File: src/rtl/approx_adder_err_monitor_if.sv
// Operand/result stream bundle for approx_adder_err_monitor.
// master = operand source / result sink, slave = the adder.
interface approx_adder_err_monitor_if #(
  parameter int WIDTH = 16
);
  logic             in_valid;
  logic             in_ready;
  logic [WIDTH-1:0] in_a;
  logic [WIDTH-1:0] in_b;
  logic             in_last;
  logic             out_valid;
  logic [WIDTH:0]   out_sum;
  logic [WIDTH:0]   out_err;

  modport master (
    output in_valid, in_a, in_b, in_last,
    input  in_ready, out_valid, out_sum, out_err
  );

  modport slave (
    input  in_valid, in_a, in_b, in_last,
    output in_ready, out_valid, out_sum, out_err
  );
endinterface

File: src/rtl/approx_adder_err_monitor.sv
// Two-stage approximate adder (low APPROX_BITS of the sum zeroed) with run statistics.
// Optional macro ERR_MSE_EN adds the saturating squared-error accumulator err_sq_sum.
module approx_adder_err_monitor #(
  parameter int WIDTH       = 16,
  parameter int APPROX_BITS = 16,
  parameter int CNT_W       = 32
) (
  input  logic                          clk,
  input  logic                          rst,
  input  logic                          start,
  approx_adder_err_monitor_if.slave     bus,
  output logic                          done,
  output logic [CNT_W-1:0]              sample_cnt,
  output logic [CNT_W-1:0]              err_cnt,
  output logic [CNT_W-1:0]              err_sum,
  output logic [WIDTH:0]                err_max
`ifdef ERR_MSE_EN
  ,
  output logic [2*CNT_W-1:0]            err_sq_sum
`endif
);

  localparam int SUM_W = ((CNT_W > WIDTH + 1) ? CNT_W : WIDTH + 1) + 1;

  typedef enum logic [1:0] {
    IDLE  = 2'd0,
    RUN   = 2'd1,
    DRAIN = 2'd2,
    DONE  = 2'd3
  } state_t;

  state_t           state_reg, state_next;
  logic             accept;
  logic             clear_stats;
  logic             s1_valid_reg;
  logic [WIDTH:0]   s1_exact_reg;
  logic             out_valid_reg;
  logic [WIDTH:0]   out_sum_reg, out_err_reg;
  logic [WIDTH:0]   approx_mask;
  logic [WIDTH:0]   stage_sum, stage_err;

  logic [CNT_W-1:0] sample_cnt_reg, sample_cnt_next;
  logic [CNT_W-1:0] err_cnt_reg, err_cnt_next;
  logic [CNT_W-1:0] err_sum_reg, err_sum_next;
  logic [WIDTH:0]   err_max_reg, err_max_next;
  logic [SUM_W-1:0] err_sum_wide;

  for (genvar gi = 0; gi <= WIDTH; gi++) begin : g_mask
    assign approx_mask[gi] = (gi < APPROX_BITS);
  end

  assign bus.in_ready = (state_reg == RUN);
  assign accept       = bus.in_valid && (state_reg == RUN);
  assign clear_stats  = start && ((state_reg == IDLE) || (state_reg == DONE));
  assign stage_sum    = s1_exact_reg & ~approx_mask;
  assign stage_err    = s1_exact_reg & approx_mask;
  assign err_sum_wide = SUM_W'(err_sum_reg) + SUM_W'(stage_err);

  always_comb begin
    state_next = state_reg;
    case (state_reg)
      IDLE:    if (start) state_next = RUN;
      RUN:     if (accept && bus.in_last) state_next = DRAIN;
      // stage 2 drains from stage 1, so an empty stage 1 means the last result is out now
      DRAIN:   if (!s1_valid_reg) state_next = DONE;
      DONE:    if (start) state_next = RUN;
      default: state_next = IDLE;
    endcase
  end

  always_ff @(posedge clk or posedge rst) begin
    if (rst) state_reg <= IDLE;
    else     state_reg <= state_next;
  end

  always_ff @(posedge clk or posedge rst) begin
    if (rst) begin
      s1_valid_reg  <= 1'b0;
      s1_exact_reg  <= '0;
      out_valid_reg <= 1'b0;
      out_sum_reg   <= '0;
      out_err_reg   <= '0;
    end else begin
      s1_valid_reg  <= accept;
      out_valid_reg <= s1_valid_reg;
      if (accept) s1_exact_reg <= {1'b0, bus.in_a} + {1'b0, bus.in_b};
      if (s1_valid_reg) begin
        out_sum_reg <= stage_sum;
        out_err_reg <= stage_err;
      end
    end
  end

  always_comb begin
    sample_cnt_next = sample_cnt_reg;
    err_cnt_next    = err_cnt_reg;
    err_sum_next    = err_sum_reg;
    err_max_next    = err_max_reg;
    if (clear_stats) begin
      sample_cnt_next = '0;
      err_cnt_next    = '0;
      err_sum_next    = '0;
      err_max_next    = '0;
    end else if (s1_valid_reg) begin
      if (!(&sample_cnt_reg)) sample_cnt_next = sample_cnt_reg + CNT_W'(1);
      if ((stage_err != '0) && !(&err_cnt_reg)) err_cnt_next = err_cnt_reg + CNT_W'(1);
      err_sum_next = (|err_sum_wide[SUM_W-1:CNT_W]) ? '1 : err_sum_wide[CNT_W-1:0];
      if (stage_err > err_max_reg) err_max_next = stage_err;
    end
  end

  always_ff @(posedge clk or posedge rst) begin
    if (rst) begin
      sample_cnt_reg <= '0;
      err_cnt_reg    <= '0;
      err_sum_reg    <= '0;
      err_max_reg    <= '0;
    end else begin
      sample_cnt_reg <= sample_cnt_next;
      err_cnt_reg    <= err_cnt_next;
      err_sum_reg    <= err_sum_next;
      err_max_reg    <= err_max_next;
    end
  end

`ifdef ERR_MSE_EN
  localparam int SQ_IN_W = 2 * WIDTH + 2;
  localparam int SQ_W    = ((2 * CNT_W > SQ_IN_W) ? 2 * CNT_W : SQ_IN_W) + 1;

  logic [SQ_IN_W-1:0]   err_sq;
  logic [SQ_W-1:0]      err_sq_wide;
  logic [2*CNT_W-1:0]   err_sq_sum_reg, err_sq_sum_next;

  assign err_sq      = SQ_IN_W'(stage_err) * SQ_IN_W'(stage_err);
  assign err_sq_wide = SQ_W'(err_sq_sum_reg) + SQ_W'(err_sq);

  always_comb begin
    err_sq_sum_next = err_sq_sum_reg;
    if (clear_stats) err_sq_sum_next = '0;
    else if (s1_valid_reg)
      err_sq_sum_next = (|err_sq_wide[SQ_W-1:2*CNT_W]) ? '1 : err_sq_wide[2*CNT_W-1:0];
  end

  always_ff @(posedge clk or posedge rst) begin
    if (rst) err_sq_sum_reg <= '0;
    else     err_sq_sum_reg <= err_sq_sum_next;
  end

  assign err_sq_sum = err_sq_sum_reg;
`endif

  assign bus.out_valid = out_valid_reg;
  assign bus.out_sum   = out_sum_reg;
  assign bus.out_err   = out_err_reg;
  assign done          = (state_reg == DONE);
  assign sample_cnt    = sample_cnt_reg;
  assign err_cnt       = err_cnt_reg;
  assign err_sum       = err_sum_reg;
  assign err_max       = err_max_reg;

endmodule

File: src/flat_wrapper.sv
// flat-port wrapper written by rule: the top's interface ports become plain ports
module approx_adder_err_monitor_flat 
#(
  parameter int WIDTH       = 16,
  parameter int APPROX_BITS = 16,
  parameter int CNT_W       = 32
)
  (clk, rst, start, done, sample_cnt, err_cnt, err_sum, err_max, bus_in_valid, bus_in_a, bus_in_b, bus_in_last, bus_in_ready, bus_out_valid, bus_out_sum, bus_out_err);
  approx_adder_err_monitor_if #(.WIDTH(WIDTH)) bus_i ();
  input  logic clk;
  input  logic rst;
  input  logic start;
  output logic done;
  output logic [CNT_W-1:0] sample_cnt;
  output logic [CNT_W-1:0] err_cnt;
  output logic [CNT_W-1:0] err_sum;
  output logic [WIDTH:0] err_max;
  input wire logic [$bits(bus_i.in_valid)-1:0] bus_in_valid;
  input wire logic [$bits(bus_i.in_a)-1:0] bus_in_a;
  input wire logic [$bits(bus_i.in_b)-1:0] bus_in_b;
  input wire logic [$bits(bus_i.in_last)-1:0] bus_in_last;
  output wire logic [$bits(bus_i.in_ready)-1:0] bus_in_ready;
  output wire logic [$bits(bus_i.out_valid)-1:0] bus_out_valid;
  output wire logic [$bits(bus_i.out_sum)-1:0] bus_out_sum;
  output wire logic [$bits(bus_i.out_err)-1:0] bus_out_err;
  assign bus_i.in_valid = bus_in_valid;
  assign bus_i.in_a = bus_in_a;
  assign bus_i.in_b = bus_in_b;
  assign bus_i.in_last = bus_in_last;
  assign bus_in_ready = bus_i.in_ready;
  assign bus_out_valid = bus_i.out_valid;
  assign bus_out_sum = bus_i.out_sum;
  assign bus_out_err = bus_i.out_err;
  approx_adder_err_monitor #(.WIDTH(WIDTH), .APPROX_BITS(APPROX_BITS), .CNT_W(CNT_W)) u_core (.clk(clk), .rst(rst), .start(start), .bus(bus_i), .done(done), .sample_cnt(sample_cnt), .err_cnt(err_cnt), .err_sum(err_sum), .err_max(err_max));
endmodule
File: config.mk
export PLATFORM = sky130hd
export DESIGN_NAME = approx_adder_err_monitor_flat
export DESIGN_NICKNAME = d
export VERILOG_FILES = /design/src/rtl/approx_adder_err_monitor_if.sv /design/src/rtl/approx_adder_err_monitor.sv /design/src/flat_wrapper.sv
export SDC_FILE = /design/constraint.sdc
export NUM_CORES = 1
export LEC_CHECK = 0
export ABC_AREA = 1
export ABC_CLOCK_PERIOD_IN_PS = 5100
export CAP_MARGIN = 40
export CORE_MARGIN = 3
export CORE_UTILIZATION = 35
export DETAILED_ROUTE_END_ITERATION = 6
export GPL_TIMING_DRIVEN = 0
export PLACE_DENSITY_LB_ADDON = 0.3
export SLEW_MARGIN = 30
export SYNTH_ARGS = -nofsm -noshare
export SYNTH_HDL_FRONTEND = slang
export SYNTH_SLANG_ARGS = --single-unit
File: constraint.sdc
create_clock -name clk -period 5.1 [get_ports clk]
set_input_delay 1.02 -clock clk [delete_from_list [all_inputs] [get_ports clk]]
set_output_delay 1.02 -clock clk [all_outputs]
set_load 0.02 [all_outputs]
==> results_dict.tcl <==
set metrics [dict create \
    via_count 10670 \
    io_pins 187 \
    power.internal_mw 3.325 \
    finalSetupViolCount 0 \
    n_antenna_cell 0 \
    row_count 63 \
    setup.worst_path.end_class "flop" \
    place_ws_ps 1721 \
    port_buffers 168 \
    die_h_um 181.0 \
    fmax_ghz 0.3461 \
    cp_slowest_cell "nor2_1" \
    min_period_ps 2889 \
    fin_util_pct 45.42 \
    drive_gt1_share_pct 6.064 \
    drt-total-wl_um 33990 \
    clock_path_buffers 2 \
    critPathTopFamily "buffers and inverters" \
    cap_violations 0 \
    pwr-share-clk_pct 20.8 \
    grt_overflow_total 0 \
    synth_cells 1563 \
    fin_skew_ps 12.94 \
    power_density_nw_per_um2 462.4 \
    path_clk_slew_ps 70 \
    peakVddDrop_uv 256.2 \
    switching_share_pct 47.01 \
    ant_nets 0 \
    fill_cells 3088 \
    ctsResizeCount 0 \
    rsz0062_at_grt "no" \
    dr.pass1.iters 5 \
    synth-seq-cells 150 \
    dieArea_um2 32740 \
    crit_path_max_incr_delay_ps 510 \
    status "finished, final reports clean" \
    worst_slew_pin_slew_ps 682.5 \
    ys_warn_count 0 \
    slew_headroom_pct 54.50 \
    grt_antenna_before_repair 0 \
    avgSynthCellArea_um2 6.854 \
    hold_buffers 0 \
    post_drt_wl_per_cell_um 15.66 \
    drt-initial-drc-count 864 \
    first_global_vias 10040 \
    reg2reg_slack_ps 2440 \
    hold_path_class "reg -> reg" \
    cp_max_fo 10 \
    cts_setup_buffers 0 \
    numCtsBuffers 17 \
    ys_types 42 \
    path_class "in -> reg" \
    cts_sinks 150 \
    synth_area_um2 10710 \
    grt_max_degree 81 \
    worst_setup_path_start_kind "input pin" \
    seq_power_share_pct 30.6 \
    crit_required_ps 5400 \
    layout.nets 1861 \
    vias_per_cell 4.916 \
    met3_length_um 1718 \
    grt_pass1_wl_um 54490 \
    worstReg2RegStart "u_core.state_reg[0]" \
    core_area_um2 29870 \
    holdCritStartpoint "u_core.s1_valid_reg" \
    fin_crit_sh_pct 56.65 \
    setup_ws_ps 2211 \
    ys_seq_area_share_pct 35.04 \
    mostFrequentLayoutCell "nand2_1" \
    rr_worst_depth 10 \
    tritoncts "built" \
    r2r_end "u_core.sample_cnt[29]" \
    crit_arrival_ps 3190 \
    p_leak_nw 6.379 \
    initial_utilization_pct 35.86 \
    top_layer_used "met4" \
    cts-root-buf "clkbuf_16" \
    finalHoldViolCount 0 \
    crit_buf_inv 5 \
    worstPathCellList "clkdlybuf4s50_1 -> nand2_2 -> inv_1 -> buf_2 -> nor2_1 -> inv_1 -> nand2_2 -> buf_2 -> o21ai_0" \
    m1WireLength_um 15510 \
    die_w_um 181.0 \
    drv_slew 0 \
    final_cell_mix "539 x nand2_1, 169 x inv_1, 168 x clkdlybuf4s50_1" \
    htreeDepth 4 \
    clk_latency_ps 430 \
    routabilityCongestion 0.9287 \
    combinationalPowerShare_pct 48.6 \
    grt_use_total_pct 20.64 \
    drc 0 \
    hold_depth 0 \
    hpwl_um 26590 \
    wl_met2_um 16400 \
    hold_end "u_core.bus.out_valid" \
    power_switching_mw 2.949 \
    syn2layout_area_growth_pct 26.68 \
]
how the worst max path moves through the flow:
stage	startpoint	end	slack, ps	cells after the start
6_report	start	u_core.sample_cnt[29]	2210	9
5_1_grt	start	u_core.sample_cnt[29]	2060	9
4_1_cts	start	u_core.err_sum[0]	2170	8
3_5_place_dp	start	u_core.err_sum[0]	1720	8
3_3_place_gp	rst	u_core.err_sum[17]	-2270	2
2_1_floorplan	rst	u_core.bus.out_err[0]	40	1
cells by family (layout without fill, tap and decap cells):
| kind of cell | Yosys count | count (layout) | synth area share, % |
|---|---|---|---|
| buffers and inverters | 228 | 429 | 9.168 |
| and+or+nand+nor | 922 | 922 | 36.77 |
| AOI/OAI and AO/OA | 155 | 155 | 8.141 |
| adders and majority gates | 56 | 56 | 6.681 |
| other | 1 | 18 | 0.03500 |
| xor gates and xnor gates | 51 | 51 | 4.170 |
| DFF | 150 | 150 | 35.04 |
routing by layer:
layer  vias up  global-route usage [%]
li1       5416                       -
met1      4957                   28.04
met2       277                   35.10
met3        23                   3.463
met4         0                   3.748
met5         -                       0
power by group through the flow:
stage / clock network (mW) / registers (mW) / logic [mW]
finish: 1.30 / 1.92 / 3.05
detailed placement: 0 / 1.94 / 3.05
global route: 1.39 / 1.96 / 3.40
floorplan: 0 / 2.03 / 1.71
CTS: 1.33 / 1.92 / 3.07
global placement: 0 / 1.94 / 3.02
synthesized netlist by cell type:
cell type | number | area [µm²]
a21oi_1 | 39 | 195.2
nor4_1 | 3 | 18.77
nor3b_1 | 4 | 30.03
nand2_2 | 5 | 31.28
buf_2 | 8 | 40.04
nand2_1 | 539 | 2023
clkbuf_1 | 18 | 67.56
buf_1 | 6 | 22.52
xnor2_1 | 19 | 166.4
nor2_1 | 128 | 480.5
nand3b_1 | 7 | 52.55
a31oi_1 | 3 | 18.77
and2_1 | 1 | 6.260
o21a_1 | 1 | 7.510
nor2_4 | 1 | 11.26
conb_1 | 1 | 3.750
a211oi_1 | 1 | 7.510
ha_1 | 54 | 675.7
nor3_2 | 5 | 50.05
fa_1 | 2 | 40.04
nand3_1 | 141 | 705.7
buf_4 | 21 | 157.7
buf_6 | 5 | 56.30
o21ai_0 | 80 | 400.4
o21ai_2 | 17 | 148.9
o21bai_1 | 7 | 52.55
or2_2 | 7 | 43.79
o22ai_1 | 3 | 18.77
nand4_1 | 34 | 212.7
nor4_2 | 1 | 12.51
nor2_2 | 1 | 6.260
nand2b_1 | 1 | 6.260
nand3_4 | 1 | 17.52
dfrtp_1 | 150 | 3754
inv_1 | 170 | 638.1
nand2_4 | 1 | 11.26
and3_1 | 1 | 6.260
a21boi_0 | 1 | 7.510
nand4_2 | 1 | 12.51
o21ai_1 | 3 | 15.01
xor2_1 | 32 | 280.3
nor3_1 | 40 | 200.2
metrics by stage:
stage | hold slack, ps | power (mW) | instance area (µm²) | std cells | TNS (ps)
2_1_floorplan | 348.7 | 3.740 | 10780 | 1580 | 0
3_3_place_gp | 393.1 | 4.953 | 12950 | 2138 | -337610
3_5_place_dp | 395.7 | 4.992 | 12980 | 2139 | 0
4_1_cts | 410.3 | 6.316 | 13570 | 2171 | 0
5_1_grt | 425.1 | 6.748 | 13570 | 2171 | 0
6_report | 406.8 | 6.274 | 13570 | 2171 | 0
final cells by class:
type	count	area [µm²]	share of cell area [%]
multi-input cells	1202	6041	44.51
flip-flops and latches	150	3754	27.66
repair buffers	169	1709	12.59
inverters	170	645.6	4.758
well taps	390	488.0	3.596
clock buffers	18	439.2	3.236
plain buffers	58	344.1	2.535
clock inverters	14	150.1	1.106
(Power assumes the default switching activity.)
